--- src/rtl/brcomp_seq.sv ---
// Multi-cycle branch comparator. Operands are scanned CHUNK bits per cycle from
// the MSB down, and the RISC-V branch funct3 is decoded into a taken flag.
module brcomp_seq #(
    parameter int WIDTH      = 32,
    parameter int CHUNK      = 4,
    parameter int EARLY_EXIT = 1
) (
    input  logic             clk_i,
    input  logic             rst_i,
    input  logic             start_i,
    input  logic [WIDTH-1:0] rs1_data_i,
    input  logic [WIDTH-1:0] rs2_data_i,
    input  logic [2:0]       br_op_i,
    output logic             busy_o,
    output logic             done_o,
    output logic             br_less_o,
    output logic             br_equal_o,
    output logic             br_taken_o
);

    localparam int N  = WIDTH / CHUNK;
    localparam int CW = (N > 1) ? $clog2(N) : 1;
    localparam logic [CW-1:0] LAST_STEP = CW'(N - 1);

    typedef enum logic {IDLE, SCAN} state_t;

    state_t           state_q, state_d;
    logic [CW-1:0]    cnt_q;
    logic [WIDTH-1:0] a_q, b_q;
    logic [2:0]       op_q;
    logic             found_q, less_first_q;

    logic [CHUNK-1:0] chunk_a, chunk_b;
    logic             chunk_diff, chunk_lt, last_step;
    logic             fin_equal, fin_less;

    function automatic logic decode_taken(input logic [2:0] op, input logic eq, input logic lt);
        case (op)
            3'b000:         return eq;
            3'b001:         return ~eq;
            3'b100, 3'b110: return lt;
            3'b101, 3'b111: return ~lt;
            default:        return 1'b0;
        endcase
    endfunction

    // Operands shift left each step, so the chunk under test is always the top one.
    // Flipping the sign bit on the first chunk turns signed order into unsigned order.
    always_comb begin
        chunk_a = a_q[WIDTH-1 -: CHUNK];
        chunk_b = b_q[WIDTH-1 -: CHUNK];
        if (cnt_q == '0 && !op_q[1]) begin
            chunk_a[CHUNK-1] = ~chunk_a[CHUNK-1];
            chunk_b[CHUNK-1] = ~chunk_b[CHUNK-1];
        end
        chunk_diff = (chunk_a != chunk_b);
        chunk_lt   = (chunk_a < chunk_b);
        last_step  = (cnt_q == LAST_STEP) || ((EARLY_EXIT != 0) && chunk_diff);
        fin_equal  = !found_q && !chunk_diff;
        fin_less   = found_q ? less_first_q : (chunk_diff && chunk_lt);
    end

    // NOTE: every signal driven here gets a default first, so no path can infer a latch.
    always_comb begin
        state_d = state_q;
        case (state_q)
            IDLE:    if (start_i)   state_d = SCAN;
            SCAN:    if (last_step) state_d = IDLE;
            default: state_d = IDLE;
        endcase
    end

    always_ff @(posedge clk_i) begin
        if (rst_i) state_q <= IDLE;
        else       state_q <= state_d;
    end

    assign busy_o = (state_q == SCAN);

    // NOTE: operand/op latches carry no reset; they are always loaded before use,
    // and only control and visible result state is cleared.
    always_ff @(posedge clk_i) begin
        if (rst_i) begin
            cnt_q        <= '0;
            found_q      <= 1'b0;
            less_first_q <= 1'b0;
            done_o       <= 1'b0;
            br_less_o    <= 1'b0;
            br_equal_o   <= 1'b0;
            br_taken_o   <= 1'b0;
        end else begin
            done_o <= 1'b0;
            if (state_q == IDLE) begin
                if (start_i) begin
                    a_q     <= rs1_data_i;
                    b_q     <= rs2_data_i;
                    op_q    <= br_op_i;
                    cnt_q   <= '0;
                    found_q <= 1'b0;
                end
            end else begin
                a_q   <= WIDTH'(a_q << CHUNK);
                b_q   <= WIDTH'(b_q << CHUNK);
                cnt_q <= cnt_q + 1'b1;
                if (!found_q && chunk_diff) begin
                    found_q      <= 1'b1;
                    less_first_q <= chunk_lt;
                end
                if (last_step) begin
                    br_less_o  <= fin_less;
                    br_equal_o <= fin_equal;
                    br_taken_o <= decode_taken(op_q, fin_equal, fin_less);
                    done_o     <= 1'b1;
                end
            end
        end
    end

endmodule

--- config.mk ---
export PLATFORM = sky130hd
export DESIGN_NAME = brcomp_seq
export DESIGN_NICKNAME = d
export VERILOG_FILES = /design/src/rtl/brcomp_seq.sv
export SDC_FILE = /design/constraint.sdc
export NUM_CORES = 1
export LEC_CHECK = 0
export BUFFER_PORTS_ARGS = -buffer_cell sky130_fd_sc_hd__buf_2
export CELL_PAD_IN_SITES_DETAIL_PLACEMENT = 0
export CELL_PAD_IN_SITES_GLOBAL_PLACEMENT = 1
export CORE_ASPECT_RATIO = 0.8
export CORE_MARGIN = 3
export CORE_UTILIZATION = 44
export CTS_CLUSTER_DIAMETER = 80
export DETAILED_ROUTE_END_ITERATION = 10
export GPL_TIMING_DRIVEN = 0
export MAX_ROUTING_LAYER = met4
export PLACE_DENSITY_LB_ADDON = 0.1
export RECOVER_POWER = 25
export REMOVE_ABC_BUFFERS = 1
export SYNTH_ARGS = -nofsm -noshare
export SYNTH_HDL_FRONTEND = slang
export SYNTH_SLANG_ARGS = --single-unit
export TNS_END_PERCENT = 100
--- constraint.sdc ---
create_clock -name clk_i -period 4.9 [get_ports clk_i]
set_input_delay 0.245 -clock clk_i [delete_from_list [all_inputs] [get_ports clk_i]]
set_output_delay 0.245 -clock clk_i [all_outputs]
set_load 0.05 [all_outputs]
==> flow_summary.yaml, run 1 <==
outcome:
  outcome: "finished, final reports clean"
pwr:
  intPower_mw: 1.097
  p_seq_share_pct: 55.3
  p_leak_nw: 1.523
  switching_share_pct: 22.99
  power_mw: 1.424
  power_switching_uw: 327.4
  combinationalPowerShare_pct: 12.0
  power_frac_clock_pct: 32.7
  ir_drop_v: 0.0001783
  power.density_nw_per_um2: 347.3
synth:
  async_flop_share_pct: 0
  synth_compound_area_share_pct: 3.920
  yosys.area_share.simple_pct: 6.805
  synthAdderAreaFrac_pct: 2.219
  yosys.area.top_type: "edfxtp_1"
  yosysMostFrequentCell: "edfxtp_1"
  yosysUniqueCellTypes: 32
  synthTopCellsByArea: "edfxtp_1, mux2_2, dfxtp_1"
  synth_edf_count: 67
  syn_inst: 220
  synth-seq-cells: 77
  synth_top_family_by_area: "multiplexers"
  synth_top_area_share_pct: 59.47
  synth_area_um2: 3383
  synth.area.mux_share_pct: 19.23
  synth_ff_type: "edfxtp_1"
  synth_xor_area_share_pct: 0.2589
  avgSynthCellArea_um2: 15.38
  synth_common_cells: "edfxtp_1, mux2_2, nor2_1"
  yosysWarnings: 0
  ys_seq_area_share_pct: 65.38
floorplan:
  fp.dieH_um: 84.43
  die_x_um: 104.0
  io_pins: 75
  dieArea_um2: 8784
  start_util_pct: 47.24
  coreArea_um2: 7162
  rows: 27
global_route:
  grtUsageTotal_pct: 14.33
  antenna_found_initial: 1
  grt_max_degree: 63
  grt_pass1_wl_mm: 9.563
  grt_pass1_vias: 2029
  grt_overflow_total: 0
setup_path:
  cp-end-kind: "register"
  path_max_fanout: 62
  start_kind: "register"
  worstPathArrival_ps: 2470
  cp.required_ps: 4940
  crit_type: "reg2reg"
routing:
  wl_mm: 5.805
  vias: 1966
  firstDrtPassIters: 4
  wl_per_cell_um: 14.33
  vias_per_cell: 4.854
  first_iter_violations: 60
  antenna_left: 0
  drc_errors: 0
placement:
  port_buffers: 74
  place.gp.congestion: 0.8669
  post-place-ws_ps: 2772
  dp_hpwl_mm: 3.938
clocking:
  numCtsBuffers: 9
  cts.htree.levels: 3
  cts.path.max_buffers: 2
  cts_tree: "built"
  cts_root_buf: "clkbuf_8"
  clk_pin_slew_ps: 80
  cts_setup_buffers: 0
  worstSkewPairLatency_ps: 340
  cts_sinks: 77
  ctsResizeCount: 0
  hold_buffers: 0
sta:
  worst_slew_pin_slew_ps: 740.0
  rsz0062_at_grt: "no"
  finalHoldViolCount: 0
  min_period_ps: 2431
  setup_slack_ps: 2469
  fin_crit_sh_pct: 49.62
  setup_violations: 0
  slew_violations: 0
  fin_worst_skew_ps: 9.108
  timing.fmax_mhz: 411.3
  max_slew_margin_pct: 50.60
layout:
  fin_nets: 374
  drive_gt1_share_pct: 47.52
  area_growth_syn_to_layout_pct: 21.19
job:
  maxCapViolCount: 0
worst_hold_path:
  hold_class: "in2reg"
cells in the final DEF, fill, tap and decap left out, types with 2 or more instances in the layout:
cell,netlist,layout
nand3b_1,2,2
mux2i_1,2,2
nand2b_1,3,3
a21oi_1,9,9
ha_1,6,6
nand2_1,3,3
clkbuf_1,2,7
nor2_1,11,10
clkinvlp_4,0,3
mux2_2,56,55
clkbuf_8,0,9
o21ai_0,2,2
nor3_1,6,6
buf_2,5,69
nor3b_1,3,3
nand3_1,3,3
buf_16,0,2
nor2b_1,9,9
inv_1,6,6
edfxtp_1,67,67
dfxtp_1,10,10
layer usage:
metal | track usage (%) | routed length, um | up-vias
li1 | - | - | 987
met1 | 15.69 | 2451 | 922
met2 | 22.95 | 2799 | 50
met3 | 6.918 | 473 | 7
met4 | 5.072 | 81 | 0
met5 | - | 0 | -
power groups by stage:
stage | registers (mW) | logic, mW | clock network (mW)
3_5_place_dp | 0.803 | 0.175 | 0
6_report | 0.787 | 0.171 | 0.466
5_1_grt | 0.793 | 0.190 | 0.510
4_1_cts | 0.788 | 0.176 | 0.484
3_3_place_gp | 0.820 | 0.151 | 0
2_1_floorplan | 0.819 | 0.0976 | 0
path summary, 6_finish.rpt:
kind	endpoint	slack, ps	startpoint	cells past startpoint
setup / recovery	b_q[17]	2470	busy_o	4
hold reg to reg	br_less_o	450	br_less_o	2
setup reg to reg	b_q[17]	2470	busy_o	4
hold / removal	op_q[0]	80	br_op_i[0]	1
state kept, by name, summed over array words and instances, names as in the netlist:
signal and count:
found_q 1, less_first_q 1, br_less_o 1, b_q 32
br_equal_o 1, busy_o 1, done_o 1, a_q 32
cnt_q 3, br_taken_o 1, op_q 3
cell families after synthesis:
kind of cell	Yosys count
buffers and inverters	16
multiplexers	58
adder cells (fa/ha/maj)	6
AO/OA/AOI/OAI	19
flip-flops	77
XOR/XNOR	1
AND/OR/NAND/NOR	43
critical path, stage by stage, from the launching register on:
cell,delay (ps)
dfxtp_1,800
buf_16,330
nor2_1,140
nor2_4,560
buf_12,280
metrics by stage:
step / hold slack [ps] / TNS (ps) / area (um^2) / instances / util, %
floorplan: 314.1 / -44310 / 3332 / 210 / -
global placement: 424.3 / -162710 / 3829 / 385 / 53.46
detailed placement: 423.1 / 0 / 3915 / 388 / 54.66
CTS: 59.19 / 0 / 4108 / 404 / 57.36
global route: 58.61 / 0 / 4100 / 405 / 57.25
finish: 79.82 / 0 / 4100 / 405 / 57.25
final cells by class:
class	count	area (um^2)
flip-flops and latches	77	2212
multi-input cells	127	1105
diodes	1	2.502
well taps	101	126.4
clock buffers	11	131.4
repair buffers	77	439.2
clock inverters	5	61.31
inverters	6	22.52
fillers	632	3062
Power figures use the tool's default switching activity.
==> run 2, diff against run 1 <==
ABC_AREA = 1   (was not set)
CORE_UTILIZATION = 41   (was 44)
clock period = 2.4 ns   (was 4.9 ns; I/O delays follow)
==> flow_summary.yaml, run 2 <==
outcome:
  outcome: "finished, final reports clean"
sta:
  worst_slew_pin_slew_ps: 692.0
  finalHoldViolCount: 0
  finalSetupTns_ps: 0
  fin_worst_skew_ps: 8.708
  min_period_ps: 2044
  rsz0062_at_grt: "no"
  setup_slack_ps: 355.5
  max_slew_margin_pct: 53.76
  timing.fmax_mhz: 489.1
  slew_violations: 0
  setup_violations: 0
  fin_crit_sh_pct: 85.19
global_route:
  grtUsageTotal_pct: 15.02
  grt_overflow_total: 0
  antenna_found_initial: 0
  grt_pass1_wl_mm: 10.58
  grt_max_degree: 49
  grt_pass1_vias: 2339
pwr:
  intPower_mw: 2.200
  power_frac_clock_pct: 32.4
  combinationalPowerShare_pct: 12.6
  p_seq_share_pct: 55.1
  switching_share_pct: 25.07
  power_switching_uw: 736.3
  ir_drop_v: 0.0003406
  power.density_nw_per_um2: 710.4
  p_leak_nw: 1.943
clocking:
  clk_pin_slew_ps: 80
  cts_tree: "built"
  cts_sinks: 77
  cts_setup_buffers: 0
  cts.path.max_buffers: 2
  cts_root_buf: "clkbuf_8"
  worstSkewPairLatency_ps: 340
  numCtsBuffers: 9
  cts.htree.levels: 3
layout:
  area_growth_syn_to_layout_pct: 21.69
  final_core_util_pct: 51.79
  layout_common_cells: "nand2_1, buf_2, edfxtp_1"
  top_regs: "a_q (32), b_q (32)"
  finalNonFillerCells: 549
  fin_nets: 511
  final_common_cell: "nand2_1"
  drive_gt1_share_pct: 21.36
  postLayoutCellArea_um2: 4134
synth:
  async_flop_share_pct: 0
  synth_ff_type: "edfxtp_1"
  syn_inst: 358
  ys_seq_area_share_pct: 65.12
  yosysUniqueCellTypes: 24
  yosysWarnings: 0
  synth_area_um2: 3397
  synth-seq-cells: 77
  yosysMostFrequentCell: "nand2_1"
  synth_top_area_share_pct: 59.23
  synth_edf_count: 67
  avgSynthCellArea_um2: 9.489
  yosys.area.top_type: "edfxtp_1"
  synthTopCellsByArea: "edfxtp_1, nand2_1, dfxtp_1"
  synth_common_cells: "nand2_1, edfxtp_1, inv_1"
routing:
  firstDrtPassIters: 4
  drc_errors: 0
  highest_layer: "met4"
  antenna_left: 0
  vias: 2421
  vias_per_cell: 4.410
  wl_mm: 6.288
  wl_per_cell_um: 11.45
  met3_length_um: 442
  wl_met2_mm: 2.903
  wl_met1_mm: 2.823
  first_iter_violations: 78
placement:
  dp.cells: 529
  port_buffers: 74
  place.gp.congestion: 0.7376
  post-place-ws_ps: 315.2
  dp_hpwl_mm: 4.114
  placed_cell_area_um2: 3935
setup_path:
  crit_path_start: "busy_o"
  r2r_start: "busy_o"
  path_max_fanout: 26
  path_buf_inv: 1
  r2r_end: "b_q[20]"
  cpMaxStageDelayCell: "dfxtp_2"
  crit_type: "reg2reg"
  worstPathArrival_ps: 2090
  rr_worst_depth: 3
  start_kind: "register"
  cp-end-kind: "register"
  cp.required_ps: 2450
  max_stage_delay_ps: 650
  cp_top_family: "simple AND/OR/NAND/NOR gates"
  crit_chain: "nor2_1 > nor2_4 > buf_12"
  ff2ff_setup_slack_ps: 360
worst_hold_path:
  min_path_cells: 3
  min_to: "b_q[4]"
  hold_class: "in2reg"
  hp-start: "rs2_data_i[4]"
floorplan:
  io_pins: 75
  rows: 29
  die_x_um: 107.8
  start_util_pct: 42.55
  dieArea_um2: 9421
  coreArea_um2: 7983
  fp.dieH_um: 87.42
job:
  maxCapViolCount: 0
==> run 2: per-stage QoR <==
step,hold WS [ps],total power [mW]
2_1_floorplan,182.4,1.884
3_3_place_gp,302.6,2.014
3_5_place_dp,298.1,2.031
4_1_cts,8.098,2.991
5_1_grt,12.43,3.094
6_report,33.67,2.937
==> run 2: worst max-delay path by stage <==
stage	end	depth (start not counted)
3_3_place_gp	a_q[5]	2
2_1_floorplan	a_q[0]	2
3_5_place_dp	a_q[1]	3
6_report	b_q[20]	3
4_1_cts	b_q[13]	3
5_1_grt	b_q[17]	3
==> run 2: cell type report <==
| class | instances | area (um^2) |
|---|---|---|
| antenna | 1 | 2.502 |
| clock buffer | 10 | 127.6 |
| clock inverter | 6 | 63.81 |
| fill | 790 | 3849 |
| inverter | 26 | 97.59 |
| multi-input combinational | 240 | 1012 |
| sequential | 77 | 2213 |
| tap | 108 | 135.1 |
| timing repair buffer | 81 | 481.7 |
==> run 2: cells by family (layout without fill, tap and decap cells) <==
kind of cell / count (synthesis) / after routing / synth area share [%]
flip-flops: 77 / 77 / 65.12
buffers and inverters: 41 / 123 / 4.751
adder cells (fa/ha/maj): 6 / 6 / 2.210
AO/OA/AOI/OAI: 12 / 12 / 2.283
AND/OR/NAND/NOR: 222 / 222 / 25.64
other: 0 / 1 / 0
==> run 2: what timing repair did <==
item / CTS / global route
hold buffers: 3 / 0
resized for setup: 0 / 0
endpoints found under the hold margin: 3 / 0
==> run 2: worst register-to-register path: stages (launching register included) <==
cell and delay [ps]:
dfxtp_2 650, nor2_1 240, nor2_4 580, buf_12 270
==> run 2: metal layers <==
layer	GRT usage, %	vias to the layer above
li1	-	1290
met4	5.849	0
met1	18.05	1060
met3	5.189	15
met5	-	-
met2	23.42	56
==> run 2: power groups by stage <==
stage	logic (mW)	registers [mW]	clock network (mW)
after floorplan	0.203	1.68	0
after global placement	0.338	1.68	0
after detailed placement	0.381	1.65	0
after CTS	0.386	1.62	0.986
after global routing	0.431	1.63	1.03
final	0.369	1.62	0.950
